==> config.mk <==
export PLATFORM = sky130hd
export DESIGN_NAME = tcb_lite_lib_misaligned_split
export DESIGN_NICKNAME = d
export VERILOG_FILES = /design/src/rtl/tcb_lite_lib_misaligned_split.sv
export SDC_FILE = /design/constraint.sdc
export NUM_CORES = 1
export LEC_CHECK = 0
export ABC_AREA = 0
export ABC_CLOCK_PERIOD_IN_PS = 5000
export BUFFER_PORTS_ARGS = -buffer_cell sky130_fd_sc_hd__buf_2
export CAP_MARGIN = 20
export CELL_PAD_IN_SITES_DETAIL_PLACEMENT = 1
export CELL_PAD_IN_SITES_GLOBAL_PLACEMENT = 2
export CORE_UTILIZATION = 29
export CTS_BUF_LIST = sky130_fd_sc_hd__clkbuf_16
export DETAILED_ROUTE_END_ITERATION = 10
export PLACE_DENSITY_LB_ADDON = 0.08
export SLEW_MARGIN = 0
export SYNTH_ARGS = -nofsm -noshare
export SYNTH_HDL_FRONTEND = slang
export SYNTH_SLANG_ARGS = --single-unit
==> constraint.sdc <==
create_clock -name clk -period 5 [get_ports clk]
set_input_delay 0.5 -clock clk [delete_from_list [all_inputs] [get_ports clk]]
set_output_delay 0.5 -clock clk [all_outputs]
set_load 0.02 [all_outputs]
==> src/rtl/tcb_lite_lib_misaligned_split.sv <==
// tcb_lite_lib_misaligned_split
// Byte-enable-mode TCB lite stage placed after an unaligned log-size to
// byte-enable converter. An access whose byte lanes wrap past the end of a
// data word is reissued as two word-aligned manager transfers, and the two
// read responses are merged back into one subordinate response. Accesses
// that stay inside one word pass straight through with no added latency.
//
// Optional build macro TCB_LITE_LIB_MISALIGNED_SPLIT_LCK_EN: when defined,
// the first piece of a split drives man lck=1 so that the pair stays atomic
// downstream. When undefined, both pieces carry the subordinate lck.
//
// The tcb_lite_if bundles are flattened into sub/man port groups; DLY, ADR
// and DAT are shared by both sides, so they cannot disagree.

module tcb_lite_lib_misaligned_split #(
  parameter  int unsigned DLY = 1,
  parameter  int unsigned ADR = 32,
  parameter  int unsigned DAT = 32,
  localparam int unsigned BYT = DAT / 8,
  localparam int unsigned MAX = $clog2(BYT),
  localparam int unsigned SIZ = $clog2(MAX + 1)
) (
  input  logic           clk,
  input  logic           rst,
  // subordinate side (upstream converter connects here)
  input  logic           i_sub_vld,
  output logic           o_sub_rdy,
  input  logic           i_sub_req_lck,
  input  logic           i_sub_req_ndn,
  input  logic           i_sub_req_wen,
  input  logic [ADR-1:0] i_sub_req_adr,
  input  logic [SIZ-1:0] i_sub_req_siz,
  input  logic [BYT-1:0] i_sub_req_byt,
  input  logic [DAT-1:0] i_sub_req_wdt,
  output logic [DAT-1:0] o_sub_rsp_rdt,
  output logic           o_sub_rsp_sts,
  output logic           o_sub_rsp_err,
  // manager side (word-aligned addresses only)
  output logic           o_man_vld,
  input  logic           i_man_rdy,
  output logic           o_man_req_lck,
  output logic           o_man_req_ndn,
  output logic           o_man_req_wen,
  output logic [ADR-1:0] o_man_req_adr,
  output logic [SIZ-1:0] o_man_req_siz,
  output logic [BYT-1:0] o_man_req_byt,
  output logic [DAT-1:0] o_man_req_wdt,
  input  logic [DAT-1:0] i_man_rsp_rdt,
  input  logic           i_man_rsp_sts,
  input  logic           i_man_rsp_err
);

  typedef enum logic {
    IDLE   = 1'b0,
    SECOND = 1'b1
  } state_t;

  state_t         r_state;
  state_t         w_state_nxt;

  logic [MAX-1:0] w_off;
  logic [MAX+1:0] w_len;
  logic [MAX+1:0] w_end;
  logic           w_cross;
  logic           w_split;
  logic [ADR-1:0] w_adr_base;
  logic [BYT-1:0] w_byt_hi;
  logic [BYT-1:0] w_byt_lo;
  logic [ADR-1:0] r_adr2;
  logic           w_fst0;
  logic           w_spl0;
  logic           w_fst_tap;
  logic           w_spl_tap;
  logic [MAX-1:0] w_off_tap;
  logic [DAT-1:0] r_hld_rdt;
  logic           r_hld_err;

  // crossing detection; MAX+2 bits hold off+len without overflow
  assign w_off      = i_sub_req_adr[MAX-1:0];
  assign w_len      = (MAX+2)'(1) << i_sub_req_siz;
  assign w_end      = {2'b00, w_off} + w_len;
  assign w_cross    = w_end > (MAX+2)'(BYT);
  assign w_split    = i_sub_vld & w_cross;
  assign w_adr_base = {i_sub_req_adr[ADR-1:MAX], {MAX{1'b0}}};

  // lanes at/above the offset go in the first piece, the rest in the second
  always_comb begin
    w_byt_hi = '0;
    w_byt_lo = '0;
    for (int unsigned i = 0; i < BYT; i++) begin
      w_byt_hi[i] = i_sub_req_byt[i] & (MAX'(i) >= w_off);
      w_byt_lo[i] = i_sub_req_byt[i] & (MAX'(i) <  w_off);
    end
  end

  // manager handshakes on the first and second piece of a split
  assign w_fst0 = (r_state == IDLE) & w_split & i_man_rdy;
  assign w_spl0 = (r_state == SECOND) & i_man_rdy;

  // state register
  always_ff @(posedge clk or posedge rst) begin
    if (rst) r_state <= IDLE;
    else     r_state <= w_state_nxt;
  end

  // next-state logic
  always_comb begin
    w_state_nxt = r_state;
    unique case (r_state)
      IDLE:   if (w_split && i_man_rdy) w_state_nxt = SECOND;
      SECOND: if (i_man_rdy)            w_state_nxt = IDLE;
    endcase
  end

  // second-piece address, latched on the first-piece handshake
  always_ff @(posedge clk or posedge rst) begin
    if (rst)         r_adr2 <= '0;
    else if (w_fst0) r_adr2 <= w_adr_base + ADR'(BYT);
  end

  // request outputs: pass-through by default, split pieces otherwise
  always_comb begin
    o_man_vld     = i_sub_vld;
    o_man_req_lck = i_sub_req_lck;
    o_man_req_ndn = i_sub_req_ndn;
    o_man_req_wen = i_sub_req_wen;
    o_man_req_adr = i_sub_req_adr;
    o_man_req_siz = i_sub_req_siz;
    o_man_req_byt = i_sub_req_byt;
    o_man_req_wdt = i_sub_req_wdt;
    o_sub_rdy     = i_man_rdy;
    unique case (r_state)
      IDLE: begin
        if (w_split) begin
          o_man_req_adr = w_adr_base;
          o_man_req_byt = w_byt_hi;
          o_man_req_siz = SIZ'(MAX);
`ifdef TCB_LITE_LIB_MISALIGNED_SPLIT_LCK_EN
          o_man_req_lck = 1'b1;
`endif
          o_sub_rdy     = 1'b0;
        end
      end
      SECOND: begin
        o_man_vld     = 1'b1;
        o_man_req_adr = r_adr2;
        o_man_req_byt = w_byt_lo;
        o_man_req_siz = SIZ'(MAX);
      end
    endcase
  end

  // response-side tracking delayed by DLY; the offset rides along with the
  // second-piece flag so the merge uses the offset of its own request
  generate
    if (DLY == 0) begin : g_dly0
      assign w_fst_tap = w_fst0;
      assign w_spl_tap = w_spl0;
      assign w_off_tap = w_off;
    end else begin : g_dly
      logic [DLY-1:0] r_fst;
      logic [DLY-1:0] r_spl;
      logic [MAX-1:0] r_off [DLY];

      // shift handshake flags and offset through the response delay
      always_ff @(posedge clk or posedge rst) begin
        if (rst) begin
          r_fst <= '0;
          r_spl <= '0;
          for (int unsigned i = 0; i < DLY; i++) r_off[i] <= '0;
        end else begin
          r_fst[0] <= w_fst0;
          r_spl[0] <= w_spl0;
          r_off[0] <= w_off;
          for (int unsigned i = 1; i < DLY; i++) begin
            r_fst[i] <= r_fst[i-1];
            r_spl[i] <= r_spl[i-1];
            r_off[i] <= r_off[i-1];
          end
        end
      end

      assign w_fst_tap = r_fst[DLY-1];
      assign w_spl_tap = r_spl[DLY-1];
      assign w_off_tap = r_off[DLY-1];
    end
  endgenerate

  // hold the first-piece response until the second piece answers
  always_ff @(posedge clk or posedge rst) begin
    if (rst) begin
      r_hld_rdt <= '0;
      r_hld_err <= 1'b0;
    end else if (w_fst_tap) begin
      r_hld_rdt <= i_man_rsp_rdt;
      r_hld_err <= i_man_rsp_err;
    end
  end

  // response merge: upper lanes from the held word, lower lanes live
  always_comb begin
    o_sub_rsp_rdt = i_man_rsp_rdt;
    o_sub_rsp_sts = i_man_rsp_sts;
    o_sub_rsp_err = i_man_rsp_err;
    if (w_spl_tap) begin
      for (int unsigned i = 0; i < BYT; i++) begin
        if (MAX'(i) >= w_off_tap) o_sub_rsp_rdt[8*i +: 8] = r_hld_rdt[8*i +: 8];
      end
      o_sub_rsp_err = r_hld_err | i_man_rsp_err;
    end
  end

  // transfers wider than the data word cannot be split into two pieces
  a_siz_legal: assert property (@(posedge clk) disable iff (rst)
    i_sub_vld |-> (i_sub_req_siz <= SIZ'(MAX)))
    else $error("access size wider than the data word");

endmodule

After elaboration in Yosys (flattened, before gate mapping)
Index checks and enable logic that the tools add are counted.
{"block": "classes", "shift": 1, "n_mul": 0, "div_mod_pow": 0, "eq_ne": 0, "mux": 18, "add_sub_neg": 2, "bitwise": 14, "magnitude_cmp": 13, "reduce_logical": 1}
{"op": "$pmux 32 s2", "count": 1}
{"op": "$add 32x3->32 const B", "count": 1}
{"op": "$mux 32", "count": 1}
{"op": "$mux 8", "count": 4}
{"op": "$and 1x1->1", "count": 12}
{"op": "$ge 1x2->1 const A", "count": 4}
{"op": "$ge 2x2->1 const A", "count": 4}
{"op": "$pmux 4 s2", "count": 1}
{"op": "$mux 1", "count": 6}
{"op": "$add 2x4->4", "count": 1}
{"op": "$gt 4x3->1 const B", "count": 1}
{"op": "$lt 1x2->1 const A", "count": 2}
{"op": "$lt 2x2->1 const A", "count": 2}
{"op": "$mux 2", "count": 2}
{"op": "$mux 4", "count": 1}
{"op": "$pmux 2 s2", "count": 1}
{"op": "$shl 1x2->4 const A", "count": 1}
{"op": "$pmux 1 s2", "count": 1}
{"op": "$logic_and 1x1->1", "count": 1}
{"op": "$not 1->1", "count": 1}
{"op": "$or 1x1->1", "count": 1}
{"block": "totals", "ram_bits": 0, "wordCells": 56, "in_bits": 111, "latch_bits": 0, "memories": 0, "rom_bits": 0, "ff_bits": 70, "out_inout_bits": 109}

Logic depth before layout (Yosys ltp)
Gate-level depths: netlist of the first run.
{"block": "depth", "ltp_word": 7, "ltp_mapped": 10, "ltp_nobuf": 8}

Worst setup path after synthesis of the first run
Ideal clock, no wire load.
{"block": "synth_timing", "path_kind": "input to output", "from": "input i_sub_req_siz[1]", "to": "output o_man_req_byt[2]", "required_time_ns": 4.500, "cell_stages": 8, "path_buffers": 2, "t_arrival_ns": 2.367, "path_slack_ns": 2.133, "cell_sequence": "nor2_1 -> ha_1 -> fa_1 -> xnor2_1 -> o32ai_1 -> clkbuf_1 -> clkbuf_1 -> a31oi_1"}
{"block": "synth_between", "elab_chain_len": 6}
{"item": "start, declared", "line": "32", "source": "input logic [SIZ-1:0] i_sub_req_siz,"}
{"item": "$shl 1x2->4", "line": "80", "source": "assign w_len = (MAX+2)'(1) << i_sub_req_siz;"}
{"item": "$add 2x4->4", "line": "81", "source": "assign w_end = {2'b00, w_off} + w_len;"}
{"item": "$gt 4x3->1", "line": "82", "source": "assign w_cross = w_end > (MAX+2)'(BYT);"}
{"item": "$and 1x1->1", "line": "83", "source": "assign w_split = i_sub_vld & w_cross;"}
{"item": "$mux 4", "line": "134", "source": "if (w_split) begin"}
{"item": "$pmux 4 s2", "line": "132", "source": "unique case (r_state)"}
{"item": "end, declared", "line": "46", "source": "output logic [BYT-1:0] o_man_req_byt,"}
Every way passes these cells.

Worst setup path in the final report of the first run
{"block": "layout_timing", "from": "input i_sub_req_siz[1]", "to": "output o_man_req_byt[0]"}
The elaborated chain is that of the path after synthesis.

==> results.toml, run 1 <==
[sta]
worst_slew_pin_slew_ps = 811
fmaxAchievable_mhz = 328
period_needed_ps = 3050
relSlewSlack_pct = 45.8
hold_viol_final = 0
min_period_over_period_pct = 61.0
slew_viol_final = 0
setup_tns_ps = 0
grt_setup_unrepaired = "false"
fin_skew_ps = 4.29
setup_ws_ps = 1950
setup_viol = 0

[clocking]
clk_latency_ps = 330
cts.sinks = 68
cts_tree = "done"
postCtsHoldBufs = 0
cts_buffers = 9
clockBufferDepth = 2
cts_resized = 0
post-cts-setup-buffers = 0
clkTransAtPathRegs_ps = 50
root_buffer = "clkbuf_16"
h-tree-depth = 3

[logic_synthesis]
synth_top_family_by_area = "multiplexers"
synth_top_flop_cell = "dfrtp_1"
yosys_warnings = 0
syn_area_um2 = 4320
synth_edf_count = 0
ys_async_sr_fraction_pct = 100
synth-compound-area-share_pct = 10.6
synth_xor_area_share_pct = 3.04
synth-seq-cells = 68
synth_top_area_share_pct = 39.4
synthAdderAreaFrac_pct = 1.33
syn-num-nets = 529
yosysSeqAreaShare_pct = 39.4
synth_simple_gate_area_share_pct = 11.2
avgSynthCellArea_um2 = 10.4
synthDistinctLibCells = 41
syn_inst = 414
synthTopCellsByArea = "dfrtp_1 39%, mux2_1 15%, mux2_2 10%"
synth_area_leader_cell = "dfrtp_1"
synthMuxAreaShare_pct = 25.3

[power_and_ir_drop]
p_per_area_nw_per_um2 = 385
power_mw = 2.02
p_leak_nw = 2.26
ir_drop_v = 0.000180

[global_route]
met1_usage_pct = 20.0
grt_pass1_vias = 3619
top_usage_layer = "met2"
grt_max_degree = 39
grt_first_pass_wirelength_mm = 19.1
antenna_found_initial = 0
met3_usage_pct = 3.30
grtUsageTotal_pct = 16.3
overflow = 0
met2_usage_pct = 27.5

[final_layout]
regArea_um2 = 1700
layout.nets = 631
fill_cells = 1674
multi_input_area_um2 = 2240
area_growth_pct = 21.4
drive_above_1_share_pct = 39.6
antenna_cells = 0

[place]
port_buffers = 147
routabilityCongestion = 0.722
place_hpwl_mm = 8.80
post-place-ws_ps = 1920

[worst_setup_path]
cp.arrival_ps = 2550
cp_num_cells = 10
critPathTopFamily = "buffers and inverters"
crit_path_end_kind = "output port"
critPathBufInv = 3
crit_required_ps = 4500
cp-start-kind = "primary input"
r2r_cells = 5
worst_path_most_repeated_cell = "buf_2"
crit_type = "primary input to output port"
crit_fanout = 28
worst_path_largest_cell_delay_ps = 390
slowest_stage = "fa_1"
crit_chain = "buf_2 > nor2_1 > ha_1 > fa_1 > xnor2_1 > o32ai_4 > buf_4 > o21ai_1 > o311a_1 > buf_2"

[floorplan]
rows = 44
initial_core_util_pct = 29.7
io_pins = 220
die_area_um2 = 15400
die_h_um = 124
die_w_um = 124
core_area_um2 = 14500

[detailed_routing]
drt-total-wl_mm = 12.2
vias = 3611
drtIter0Drc = 107
first_pass_iters = 4
antenna_left = 0
drc = 0
viasPerCell = 5.13
wire_per_inst_um = 17.3

[job]
cap_violations = 0

[hold_path]
hold_path.class = "primary input to asynchronous set/reset pin"

[outcome]
status = "complete, no violations"
-- cells in the mapped netlist, types with 4 or more instances --
cell      count
o31ai_1       9
clkbuf_1     16
a21oi_1      35
mux2_2       39
o21ai_0       5
buf_1         5
nor4_1        4
or4_1        11
xnor2_1      15
nand4_1       7
or3_1         6
a31oi_1      14
nor2_1        4
and2_1        4
nand2_1      18
nand3_1      12
dfrtp_1      68
buf_4        36
o21ai_1       7
inv_1         8
mux2_1       57
-- cells in the final DEF, fill, tap and decap left out, types with 6 or more instances in the layout --
master	instances
a21oi_1	35
a31oi_1	14
buf_2	147
clkbuf_16	9
dfrtp_1	68
inv_1	10
mux2_1	57
mux2_2	39
nand2_1	18
nand3_1	12
nand4_1	7
o21ai_1	7
o31ai_1	9
or3_1	6
or4_1	11
xnor2_1	15
-- report_power, final --
| part | switching [mW] | leakage (nW) | internal (mW) | total, mW |
|---|---|---|---|---|
| Combinational | 0.326 | 1.32 | 0.263 | 0.589 |
| Sequential | 0.0936 | 0.788 | 0.732 | 0.826 |
| Clock | 0.231 | 0.146 | 0.375 | 0.606 |
| Total | 0.650 | 2.26 | 1.37 | 2.02 |
-- per-layer routing --
layer | vias up | part of all wire (%)
met5 | - | 0
li1 | 1686 | -
met3 | 19 | 6.1
met1 | 1787 | 44
met2 | 119 | 48
met4 | 0 | 1.9
-- worst reg2reg max path, stage by stage (launching register included) --
cell and delay (ps):
dfrtp_1 420, nand2b_1 190, o32ai_4 220, nand2_1 140
inv_2 520, mux2_1 400
-- logic make-up (layout without fill, tap and decap cells) --
kind of cell / count (synthesis) / count (layout)
mux: 97 / 97
simple gates: 83 / 83
compound gates: 78 / 78
buf+inv: 69 / 175
flops: 68 / 68
xor+xnor: 15 / 15
fa+ha+maj: 4 / 4
-- stage by stage --
stage          std cells  utilization (%)  hold WS [ps]  instance area (um^2)
6_report             704             36.1           258                  5250
5_1_grt              704             36.1           322                  5250
4_1_cts              704             36.1           289                  5250
3_5_place_dp         689             34.2           472                  4970
3_3_place_gp         689             34.2           464                  4970
2_1_floorplan        414                -           450                  4320
-- flip-flops by register name, summed over array words and instances, names as in the netlist --
register / flops
r_hld_rdt: 32
g_dly.r_fst: 1
r_state: 1
r_adr2: 30
g_dly.r_off: 2
r_hld_err: 1
g_dly.r_spl: 1
-- worst paths after layout --
kind | from | endpoint | slack, ps
worst max-delay path | i_sub_req_siz[1] | o_man_req_byt[0] | 1950
worst min-delay path | rst | r_hld_rdt[27]$_DFFE_PP0P_ | 260
worst max register to register | r_state$_DFF_PP0_ | r_adr2[6]$_DFFE_PP0P_ | 2990
worst min register to register | r_hld_rdt[26]$_DFFE_PP0P_ | r_hld_rdt[26]$_DFFE_PP0P_ | 480
max in group asynchronous | rst | r_hld_rdt[12]$_DFFE_PP0P_ | 3760
min in group clk | i_sub_req_adr[0] | g_dly.r_off[0]$_DFF_PP0_ | 360
-- layout make-up --
class	instances	area share, %
Tap cell	184	4.39
Clock buffer	9	4.29
Multi-Input combinational cell	277	42.7
Timing Repair Buffer	151	14.6
Sequential cell	68	32.4
Inverter	9	0.644
Clock inverter	6	0.954
Note: power is estimated with default switching activity, not from simulation.
==> run 2: changes to the inputs <==
--- a/config.mk
+++ b/config.mk
@@ -6,12 +6,12 @@
 export NUM_CORES = 1
 export LEC_CHECK = 0
 export ABC_AREA = 0
-export ABC_CLOCK_PERIOD_IN_PS = 5000
+export ABC_CLOCK_PERIOD_IN_PS = 3200
 export BUFFER_PORTS_ARGS = -buffer_cell sky130_fd_sc_hd__buf_2
 export CAP_MARGIN = 20
 export CELL_PAD_IN_SITES_DETAIL_PLACEMENT = 1
 export CELL_PAD_IN_SITES_GLOBAL_PLACEMENT = 2
-export CORE_UTILIZATION = 29
+export CORE_UTILIZATION = 27
 export CTS_BUF_LIST = sky130_fd_sc_hd__clkbuf_16
 export DETAILED_ROUTE_END_ITERATION = 10
 export PLACE_DENSITY_LB_ADDON = 0.08
==> constraint.sdc (replaced) <==
create_clock -name clk -period 3.2 [get_ports clk]
set_input_delay 0.32 -clock clk [delete_from_list [all_inputs] [get_ports clk]]
set_output_delay 0.32 -clock clk [all_outputs]
set_load 0.02 [all_outputs]
==> results.toml, run 2 (same netlist as run 1, synthesis figures left out) <==
[clocking]
h-tree-depth = 3
clkTransAtPathRegs_ps = 60
cts.sinks = 68
clockBufferDepth = 2
postCtsHoldBufs = 0
root_buffer = "clkbuf_16"
cts_resized = 0
cts_buffers = 9
clk_latency_ps = 340
post-cts-setup-buffers = 0
cts_tree = "done"

[floorplan]
initial_core_util_pct = 28.0
die_area_um2 = 16500
rows = 45
io_pins = 220
core_area_um2 = 15400
die_h_um = 128
die_w_um = 128

[hold_path]
hold_path.class = "primary input to asynchronous set/reset pin"

[final_layout]
drive_above_1_share_pct = 40.6
final_common_cell = "buf_2"
antenna_cells = 0
largestRegisters = "r_hld_rdt (32), r_adr2 (30), g_dly.r_off (2)"
most-common-layout-cells = "147 x buf_2, 67 x dfrtp_1, 57 x mux2_1, 39 x mux2_2, 35 x a21oi_1"
largest_reg_flops = 32
regMostFlops = "r_hld_rdt"
final_area_um2 = 5340
area_growth_pct = 23.7
fill_cells = 1834
layout.nets = 632

[worst_setup_path]
cp-start-kind = "flop"
crit_type = "flop to output port"
crit_path_end_kind = "output port"
cp.arrival_ps = 2500
crit_chain = "nand2b_1 > nor2_1 > mux2_1 > buf_2"
crit_required_ps = 2880
crit_fanout = 11
worst_path_largest_cell_delay_ps = 620
slowest_stage = "dfrtp_1"

[detailed_routing]
wire_per_inst_um = 17.0
drtIter0Drc = 105
drt-total-wl_mm = 12.5
viasPerCell = 4.85
antenna_left = 0
vias = 3556
first_pass_iters = 4
drc = 0

[sta]
grt_setup_unrepaired = "false"
worst_slew_pin_slew_ps = 849
fin_skew_ps = 7.94
setup_tns_ps = 0
period_needed_ps = 2820
fmaxAchievable_mhz = 354
min_period_over_period_pct = 88.2
setup_ws_ps = 378
slew_viol_final = 0
hold_viol_final = 0
relSlewSlack_pct = 43.3
setup_viol = 0

[place]
dpl_cell_area_um2 = 5020
post-place-ws_ps = 392
routabilityCongestion = 0.757
place_hpwl_mm = 8.97
port_buffers = 147

[global_route]
overflow = 0
grt_first_pass_wirelength_mm = 20.6
grt_pass1_vias = 3906
grt_max_degree = 37
antenna_found_initial = 0
grtUsageTotal_pct = 16.1

[outcome]
status = "complete, no violations"

[power_and_ir_drop]
internal_power_mw = 2.24
clkPwrFrac_pct = 32.6
switching_power_mw = 1.06
p_leak_nw = 2.27
p_per_area_nw_per_um2 = 616
seqPwrFrac_pct = 39.5
combPwrFrac_pct = 27.9
ir_drop_v = 0.000245
p_sw_share_pct = 32.1

[job]
cap_violations = 0
[run 2: path summary, 6_finish.rpt]
check / start / end / cells past startpoint / slack [ps]
min reg2reg: r_hld_rdt[17]$_DFFE_PP0P_ / r_hld_rdt[17]$_DFFE_PP0P_ / 1 / 480
max in group asynchronous: rst / r_hld_rdt[17]$_DFFE_PP0P_ / 3 / 2370
min: rst / r_adr2[24]$_DFFE_PP0P_ / 2 / 140
max: g_dly.r_spl$_DFF_PP0_ / o_sub_rsp_rdt[4] / 4 / 380
min in group clk: i_sub_req_adr[0] / g_dly.r_off[0]$_DFF_PP0_ / 1 / 180
max reg2reg: r_state$_DFF_PP0_ / r_adr2[26]$_DFFE_PP0P_ / 6 / 1010
[run 2: layout make-up]
class	instances	area (um^2)	area share, %
Timing Repair Buffer	152	786	14.7
Sequential cell	68	1700	31.9
Multi-Input combinational cell	277	2240	41.9
Clock buffer	9	225	4.22
Inverter	9	33.8	0.632
Tap cell	211	264	4.94
Clock inverter	7	92.6	1.73
[run 2: power groups by stage]
stage               combinational [mW]  sequential, mW  clock, mW
floorplan                        0.722            1.24          0
CTS                              0.941            1.30       1.11
detailed placement               0.937            1.31          0
global route                      1.02            1.34       1.14
finish                           0.918            1.30       1.07
global placement                 0.916            1.31          0
[run 2: stage by stage]
| stage | cells | hold WS, ps | power (mW) | utilization, % |
|---|---|---|---|---|
| after floorplan | 414 | 351 | 1.97 | - |
| after global placement | 717 | 462 | 2.22 | 32.6 |
| after detailed placement | 717 | 472 | 2.25 | 32.6 |
| after CTS | 733 | 172 | 3.35 | 34.6 |
| after global routing | 733 | 179 | 3.51 | 34.6 |
| final | 733 | 142 | 3.29 | 34.6 |
[run 2: per-layer routing]
metal / GRT usage, % / wire length, um
met1: 19.2 / 5440
met4: 4.01 / 120
met2: 28.4 / 6280
met5: 0 / 0
met3: 4.49 / 648
[run 2: worst max-delay path: cells and delay by family, from the launching register on]
kind / cells / cell delay, ps
mux: 1 / 390
simple gates: 2 / 1000
flops: 1 / 620
buf+inv: 1 / 160
